## src/rtl/ball_motion.sv

```systemverilog
// Pong ball kinematics: serve/move/miss FSM, wall and paddle reflection, one step per frame.
// Optional macro BALL_MOTION_SPEEDUP_EN: each paddle hit raises speed by 1 up to BALL_SPEED_MAX.
module ball_motion #(
  parameter int GRAPHICS_WIDTH   = 1280,
  parameter int GRAPHICS_HEIGHT  = 800,
  parameter int BORDER_WIDTH     = 50,
  parameter int BALL_RADIUS      = 16,
  parameter int PADDLE_WIDTH     = 20,
  parameter int PADDLE_LENGTH    = 200,
  parameter int BALL_SPEED       = 4,
  parameter int BALL_SPEED_MAX   = 12,
  parameter int POSITION_REG_MAX = 11
) (
  input  logic                      pixel_clock,
  input  logic                      reset,
  input  logic                      frame_tick,
  input  logic                      serve,
  input  logic [POSITION_REG_MAX:0] paddle_x,
  input  logic [POSITION_REG_MAX:0] paddle_y,
  output logic [POSITION_REG_MAX:0] ball_x,
  output logic [POSITION_REG_MAX:0] ball_y,
  output logic                      ball_active,
  output logic                      hit,
  output logic                      miss,
  output logic [3:0]                speed,
  output logic [1:0]                fsm_state
);

  typedef logic [POSITION_REG_MAX:0]   pos_t;
  typedef logic [POSITION_REG_MAX+1:0] wide_t;
  typedef enum logic [1:0] {S_IDLE = 2'd0, S_MOVE = 2'd1, S_MISS = 2'd2} state_t;

  localparam pos_t CENTRE_X = pos_t'(GRAPHICS_WIDTH / 2);
  localparam pos_t CENTRE_Y = pos_t'(GRAPHICS_HEIGHT / 2);
  localparam pos_t LIM_LO   = pos_t'(BORDER_WIDTH + BALL_RADIUS);
  localparam pos_t LIM_BOT  = pos_t'(GRAPHICS_HEIGHT - BORDER_WIDTH - BALL_RADIUS);
  localparam pos_t LIM_RGT  = pos_t'(GRAPHICS_WIDTH - BORDER_WIDTH - BALL_RADIUS);

  state_t state, state_n;
  logic   dir_x, dir_y;       // dir_x: 1 = right; dir_y: 1 = down
  logic   serve_toggle;
  logic   launch, step, recentre;

  // Boundary decisions are made one bit wider so sums never wrap;
  // the narrow next-position math only runs when the compare proved it safe.
  wide_t x_w, y_w, s_w, face_w, pad_top_w, pad_bot_w;
  pos_t  x_n, y_n;
  logic  dx_n, dy_n, hit_c, miss_c, on_paddle;

  assign fsm_state   = state;
  assign ball_active = (state == S_MOVE);

  always_comb begin
    x_w       = {1'b0, ball_x};
    y_w       = {1'b0, ball_y};
    s_w       = wide_t'(speed);
    face_w    = {1'b0, paddle_x} + wide_t'(PADDLE_WIDTH + BALL_RADIUS);
    pad_top_w = {1'b0, paddle_y};
    pad_bot_w = {1'b0, paddle_y} + wide_t'(PADDLE_LENGTH);
    on_paddle = (y_w >= pad_top_w) && (y_w <= pad_bot_w);
    x_n       = ball_x;
    y_n       = ball_y;
    dx_n      = dir_x;
    dy_n      = dir_y;
    hit_c     = 1'b0;
    miss_c    = 1'b0;

    if (dir_y) begin
      if (y_w + s_w > wide_t'(LIM_BOT)) begin
        y_n  = LIM_BOT;
        dy_n = 1'b0;
      end else begin
        y_n = ball_y + pos_t'(speed);
      end
    end else begin
      if (y_w < wide_t'(LIM_LO) + s_w) begin
        y_n  = LIM_LO;
        dy_n = 1'b1;
      end else begin
        y_n = ball_y - pos_t'(speed);
      end
    end

    if (dir_x) begin
      if (x_w + s_w > wide_t'(LIM_RGT)) begin
        x_n  = LIM_RGT;
        dx_n = 1'b0;
      end else begin
        x_n = ball_x + pos_t'(speed);
      end
    end else if (x_w >= face_w && x_w < face_w + s_w && on_paddle) begin
      x_n   = face_w[POSITION_REG_MAX:0];
      dx_n  = 1'b1;
      hit_c = 1'b1;
    end else if (x_w < wide_t'(LIM_LO) + s_w) begin
      x_n    = LIM_LO;
      miss_c = 1'b1;
    end else begin
      x_n = ball_x - pos_t'(speed);
    end
  end

  always_ff @(posedge pixel_clock or posedge reset) begin
    if (reset) state <= S_IDLE;
    else       state <= state_n;
  end

  always_comb begin
    state_n  = state;
    launch   = 1'b0;
    step     = 1'b0;
    recentre = 1'b0;
    case (state)
      S_IDLE: if (serve) begin
        state_n = S_MOVE;
        launch  = 1'b1;
      end
      S_MOVE: if (frame_tick) begin
        step = 1'b1;
        if (miss_c) state_n = S_MISS;
      end
      S_MISS: begin
        state_n  = S_IDLE;
        recentre = 1'b1;
      end
      default: state_n = S_IDLE;
    endcase
  end

  always_ff @(posedge pixel_clock or posedge reset) begin
    if (reset) begin
      ball_x       <= CENTRE_X;
      ball_y       <= CENTRE_Y;
      dir_x        <= 1'b0;
      dir_y        <= 1'b0;
      serve_toggle <= 1'b0;
      hit          <= 1'b0;
      miss         <= 1'b0;
    end else begin
      hit  <= 1'b0;
      miss <= 1'b0;
      if (launch) begin
        dir_x        <= 1'b0;
        dir_y        <= serve_toggle;
        serve_toggle <= ~serve_toggle;
      end
      if (step) begin
        ball_x <= x_n;
        ball_y <= y_n;
        dir_x  <= dx_n;
        dir_y  <= dy_n;
        hit    <= hit_c;
        miss   <= miss_c;
      end
      if (recentre) begin
        ball_x <= CENTRE_X;
        ball_y <= CENTRE_Y;
      end
    end
  end

`ifdef BALL_MOTION_SPEEDUP_EN
  logic [3:0] spd;
  assign speed = spd;
  always_ff @(posedge pixel_clock or posedge reset) begin
    if (reset) begin
      spd <= 4'(BALL_SPEED);
    end else if (launch || recentre) begin
      spd <= 4'(BALL_SPEED);
    end else if (step && hit_c && spd < 4'(BALL_SPEED_MAX)) begin
      spd <= spd + 4'd1;
    end
  end
`else
  assign speed = 4'(BALL_SPEED);
`endif

endmodule

```

## config.mk

```make
export PLATFORM = sky130hd
export DESIGN_NAME = ball_motion
export DESIGN_NICKNAME = d
export VERILOG_FILES = /design/src/rtl/ball_motion.sv
export SDC_FILE = /design/constraint.sdc
export NUM_CORES = 1
export LEC_CHECK = 0
export CAP_MARGIN = 20
export CORE_ASPECT_RATIO = 1.75
export CORE_MARGIN = 4
export CORE_UTILIZATION = 30
export DETAILED_ROUTE_END_ITERATION = 12
export PLACE_DENSITY = 0.59
export SLEW_MARGIN = 20
export SYNTH_ARGS = -nofsm -noshare
export SYNTH_HDL_FRONTEND = slang
export SYNTH_SLANG_ARGS = --single-unit
```

## constraint.sdc

```tcl
create_clock -name pixel_clock -period 3.4 [get_ports pixel_clock]
set_input_delay 0.51 -clock pixel_clock [delete_from_list [all_inputs] [get_ports pixel_clock]]
set_output_delay 0.51 -clock pixel_clock [all_outputs]
set_load 0.005 [all_outputs]
```

## Word level (Yosys, flattened, before mapping)

Cells that the tools add are included.
W data, S select, Z words.

- Input port bits: 28
- Register bits after elaboration: 31

- Add/sub/neg operators: 9
- Reductions and logical operators: 7
- Equality and inequality tests: 5
- $lt $le $gt $ge: 8
- Muxes and demuxes: 36
- Bitwise gates (word level): 1

Operators with widths:

| cell | number |
|---|---|
| $mux W12 | 11 |
| $add A12 B3 Y13 const B | 2 |
| $add A12 B3 Y12 const B | 2 |
| $lt A12 B7 Y1 const B | 2 |
| $sub A12 B3 Y12 const B | 2 |
| $mux W1 | 21 |
| $add A12 B6 Y13 const B | 1 |
| $add A12 B8 Y13 const B | 1 |
| $add A13 B3 Y13 const B | 1 |
| $ge A12 B13 Y1 | 1 |
| $gt A13 B10 Y1 const B | 1 |
| $gt A13 B11 Y1 const B | 1 |
| $le A12 B13 Y1 | 1 |
| $lt A12 B13 Y1 | 1 |
| $ge A12 B12 Y1 | 1 |
| $mux W2 | 3 |
| $ne A2 B2 Y1 const B | 2 |
| $pmux W2 S2 | 1 |
| $reduce_bool A2 Y1 | 2 |
| $logic_and A1 B1 Y1 | 3 |
| $reduce_and A3 Y1 | 1 |
| $eq A2 B1 Y1 const B | 1 |
| $eq A2 B2 Y1 const B | 1 |
| $logic_not A2 Y1 | 1 |
| 2 further kinds | 2 |

## Depth between registers and ports, before layout

- Depth in word-level cells: 10
- Depth in mapped cells: 18

## Least setup slack after synthesis

No wires, ideal clock.

- Kind: input port to flip-flop
- Start point: in paddle_x[2]
- End point: reg ball_x[10]
- Buffers on the path: 2
- Cell stages on the path: 17
- Setup slack: -0.447 ns
- Arrival: 3.757 ns
- Path through: buf_6 > inv_1 > ha_1 > or3_1 > or3_1 > nor3_1 > xnor2_1 > ha_1 > o21ai_0 > nor2_1 > o31ai_1 > a21oi_1 > o22a_1 > clkbuf_1 > nor3_4 > o32a_1 > o221ai_1

- Word-level cells in the longest chain between the ends: 9
- Elaborated cells on any way between the ends: 10

Ends and longest elaborated chain:

| what | RTL line | RTL |
|---|---|---|
| start, declared | 18 | `input logic [POSITION_REG_MAX:0] paddle_x,` |
| $add A12 B6 Y13 (*) | 57 | `face_w = {1'b0, paddle_x} + wide_t'(PADDLE_WIDTH + BALL_RADIUS);` |
| $add A13 B3 Y13 | 91 | `end else if (x_w >= face_w && x_w < face_w + s_w && on_paddle) begin` |
| $lt A12 B13 Y1 | 91 |  |
| $logic_and A1 B1 Y1 (2 in a row) | 91 |  |
| $mux W12 (*) | 91 |  |
| $mux W12 (*) | 84 | `if (dir_x) begin` |
| $mux W12 (*) | 147 | `if (step) begin` |
| $mux W12 (*) | 155 | `if (recentre) begin` |
| end signal, assigned | 148 | `ball_x <= x_n;` |
| end, declared | 20 | `output logic [POSITION_REG_MAX:0] ball_x,` |

Every way passes the cells marked *; elsewhere a longest branch is shown, timed or not. The select of a mux whose other input is x is not followed.
A chain may end at the register's enable or synchronous reset.

## Final worst setup path

- Start point: in paddle_x[3]
- End point: reg ball_x[6]

Same word-level chain as after synthesis.

==> flow_summary_export.csv <==
group,metric,value,unit
clocking,clkSlewWorstSetupHoldPaths,0.06,ns
route,first_iter_violations,197,
die,ios,61,
outcome,outcome,"complete, but fails checks",
clocking,cts_buffer_depth,2,
setup_path,arrival,3.78,ns
pwr,power.total,4310,uW
grt,grt_first_pass_wirelength,24.9,mm
finish,drive_above_1_share,27.4,%
finish,antenna_cells,0,
clocking,cts_tree,"done",
grt,overflow,0,
synthesis,ys.flop_type,"dfrtp_1",
run,maxCapViolCount,0,
synthesis,synth_edf_count,0,
route,viasPerCell,5.61,
clocking,cts_buffers,5,
die,start_util,30.6,%
outcome,failed_checks,"setup timing",
route,drc,0,
sta,hold_viol,0,
synthesis,yosysWarnings,0,
finish,nets,744,
finish,final_util,45.5,%
clocking,cts_max_level,2,
setup_path,crit_fanout,4,
sta,clock.fmax,0.276,GHz
pwr,powerDensity,704,nW/um2
clocking,cts.root.buffer_cell,"clkbuf_16",
route,num_vias,4714,
grt,grt_max_degree,31,
synthesis,syn_inst,521,
placement,post-place-ws,-1.01,ns
finish,ff_latch_area,757,um2
route,finalWirelength,15.6,mm
synthesis,ys_ff_latch,30,
clocking,clk_latency,0.28,ns
sta,fin_ws,-0.218,ns
grt,grt_pass1_vias,5003,
worst_hold_path,hold_path.class,"register to register",
synthesis,netlist_area,4110,um2
placement,port_buffers,55,
route,first_pass_iters,4,
sta,tns,-2.05,ns
sta,relSlewSlack,52.6,%
finish,fin_cells,841,
die,die_w,96.5,um
synthesis,yosysSeqAreaShare,18.4,%
grt,grt_usage,20.5,%
sta,finalCriticalPeriod,3.62,ns
finish,fill_cells,1341,
die,core_area,13500,um2
pwr,max-vdd-ir-drop,250,uV
placement,place_congestion,0.953,
setup_path,cp-start-kind,"input port",
placement,dpl.cell_count,819,
setup_path,critPathRequiredTime,3.56,ns
sta,finalSetupViolCount,15,
finish,multi_input_area,3460,um2
sta,tightest_slew,0.708,ns
pwr,leakage,0.00267,uW
route,wl_per_cell,18.5,um
setup_path,worstSetupPathType,"input port to register",
grt,grt_antenna_before_repair,0,
setup_path,critPathCaptureType,"register",
sta,rsz0062_at_grt,"yes",
sta,fin_skew,0.00550,ns
synthesis,synth.distinct_cells,78,
die,dieArea,15700,um2
die,row_count,56,
synthesis,syn-mean-instance-area,7.89,um2
sta,drv_slew,0,
route,ant_nets,0,
finish,area_growth,48.8,%
clocking,numClockSinks,30,
placement,hpwl,12.2,mm
sta,fin_crit_sh,106,%
die,die_h,163,um
synthesis,ys_async_sr_fraction,100,%
-- sequential cells by signal (all words and copies together), names as in the netlist --
| register | count |
|---|---|
| dir_y | 1 |
| serve_toggle | 1 |
| ball_x | 12 |
| hit | 1 |
| dir_x | 1 |
| miss | 1 |
| ball_y | 11 |
| fsm_state | 2 |
-- cells by family after synthesis --
logic type / count (synthesis) / synth area share (%)
AOI/OAI and AO/OA: 155 / 27.0
xor gates and xnor gates: 36 / 8.34
muxes: 3 / 0.731
and+or+nand+nor: 181 / 23.0
adders and majority gates: 52 / 15.7
DFF: 30 / 18.4
buffers and inverters: 62 / 6.54
other: 2 / 0.183
-- synthesized netlist by cell type, drive strengths merged (3+ instances only) --
library cell | instances | area, um2
a211oi | 8 | 60.1
a21o | 10 | 75.1
a21oi | 31 | 159
a221o | 5 | 50.1
a311oi | 5 | 43.8
a31oi | 11 | 83.8
a41oi | 4 | 42.6
and2 | 5 | 31.3
and3 | 5 | 31.3
and4 | 5 | 43.8
buf | 8 | 65.1
clkbuf | 18 | 68.8
dfrtp | 25 | 626
dfstp | 5 | 131
ha | 50 | 626
inv | 36 | 135
mux2i | 3 | 30.0
nand2 | 43 | 164
nand2b | 8 | 50.1
nand3 | 25 | 130
nand4 | 9 | 56.3
nor2 | 33 | 124
nor2b | 8 | 50.1
nor3 | 15 | 86.3
nor4 | 8 | 50.1
o211ai | 3 | 22.5
o21ai | 35 | 175
o221ai | 4 | 35.0
o22ai | 3 | 18.8
o31ai | 3 | 22.5
o32ai | 4 | 35.0
or3 | 6 | 37.5
xnor2 | 24 | 210
xor2 | 10 | 87.6
-- final timing paths --
check | slack, ns | end | start | cells after the start
min in group asynchronous | 0.62 | ball_x[8] | reset | 3
worst max register to register | 0.46 | ball_x[3] | ball_x[4] | 9
worst min register to register | 0.48 | serve_toggle | serve_toggle | 1
worst min-delay path | 0.48 | serve_toggle | serve_toggle | 1
max in group asynchronous | 2.44 | ball_y[4] | reset | 3
worst max-delay path | -0.22 | ball_x[6] | paddle_x[3] | 17
-- repair_timing --
| item | in CTS | in global routing |
|---|---|---|
| buffers inserted | 10 | 5 |
| pin swaps | 33 | 27 |
| resized for setup | 67 | 19 |
| setup endpoints to repair | 17 | 17 |
| hold buffers | 0 | 0 |
-- where the power goes --
part | leakage, uW | internal, uW | total (uW) | switching [uW]
combinational | 0.00224 | 1400 | 3020 | 1620
sequential | 0.000359 | 522 | 822 | 300
clock | 0.0000729 | 290 | 464 | 174
-- placed cells by master (no fill, tap or decap), types with 4 or more instances in the layout --
cell and n:
a21oi_1 25, clkdlybuf4s50_1 46, a211oi_1 5, a221o_1 5
nor3_1 11, buf_6 9, nand2b_1 8, a21oi_2 6
dfstp_2 5, a31oi_1 8, nand4_1 9, dlygate4sd2_1 6
nor3_4 4, o21ai_0 30, nand2_1 42, nor2b_1 6
xnor2_1 20, o21ai_1 5, ha_1 47, buf_4 96
clkbuf_16 5, conb_1 5, or3_1 4, dfrtp_1 25
a21o_1 10, and4_1 5, inv_1 35, nor2_1 32
nor4_1 6, xor2_1 9, and2_1 5, nand3_1 21
-- stage by stage --
step	instance area, um2	hold slack (ns)
6_report	6110	0.476
5_1_grt	6110	0.499
4_1_cts	5990	0.478
3_5_place_dp	5510	0.466
3_3_place_gp	5510	0.463
2_1_floorplan	4200	0.442
-- worst max-delay path, cell delays in order --
cell and delay (ns):
buf_8 0.10, buf_6 0.11, ha_4 0.21, or3_4 0.36
or3_4 0.44, xnor2_4 0.17, ha_4 0.23, a41oi_2 0.16
o21ai_1 0.11, a21oi_2 0.16, a21oi_2 0.09, buf_4 0.16
o22ai_4 0.21, buf_12 0.15, nand3_4 0.10, mux2i_2 0.18
a221o_1 0.32
-- routing by layer --
metal	up-vias	global-route usage (%)	wire length, um
li1	2241	-	-
met1	2236	19.5	5270
met2	170	39.1	8500
met3	67	2.68	655
met4	0	13.4	1180
met5	-	0	0
-- cell type report --
cell class / count / share of cell area (%)
Timing Repair Buffer: 161 / 22.7
Tap cell: 174 / 3.56
Inverter: 36 / 2.21
Clock inverter: 2 / 0.205
Clock buffer: 6 / 2.27
Multi-Input combinational cell: 432 / 56.6
Sequential cell: 30 / 12.4
No activity file was read; power rests on OpenSTA's default activity.
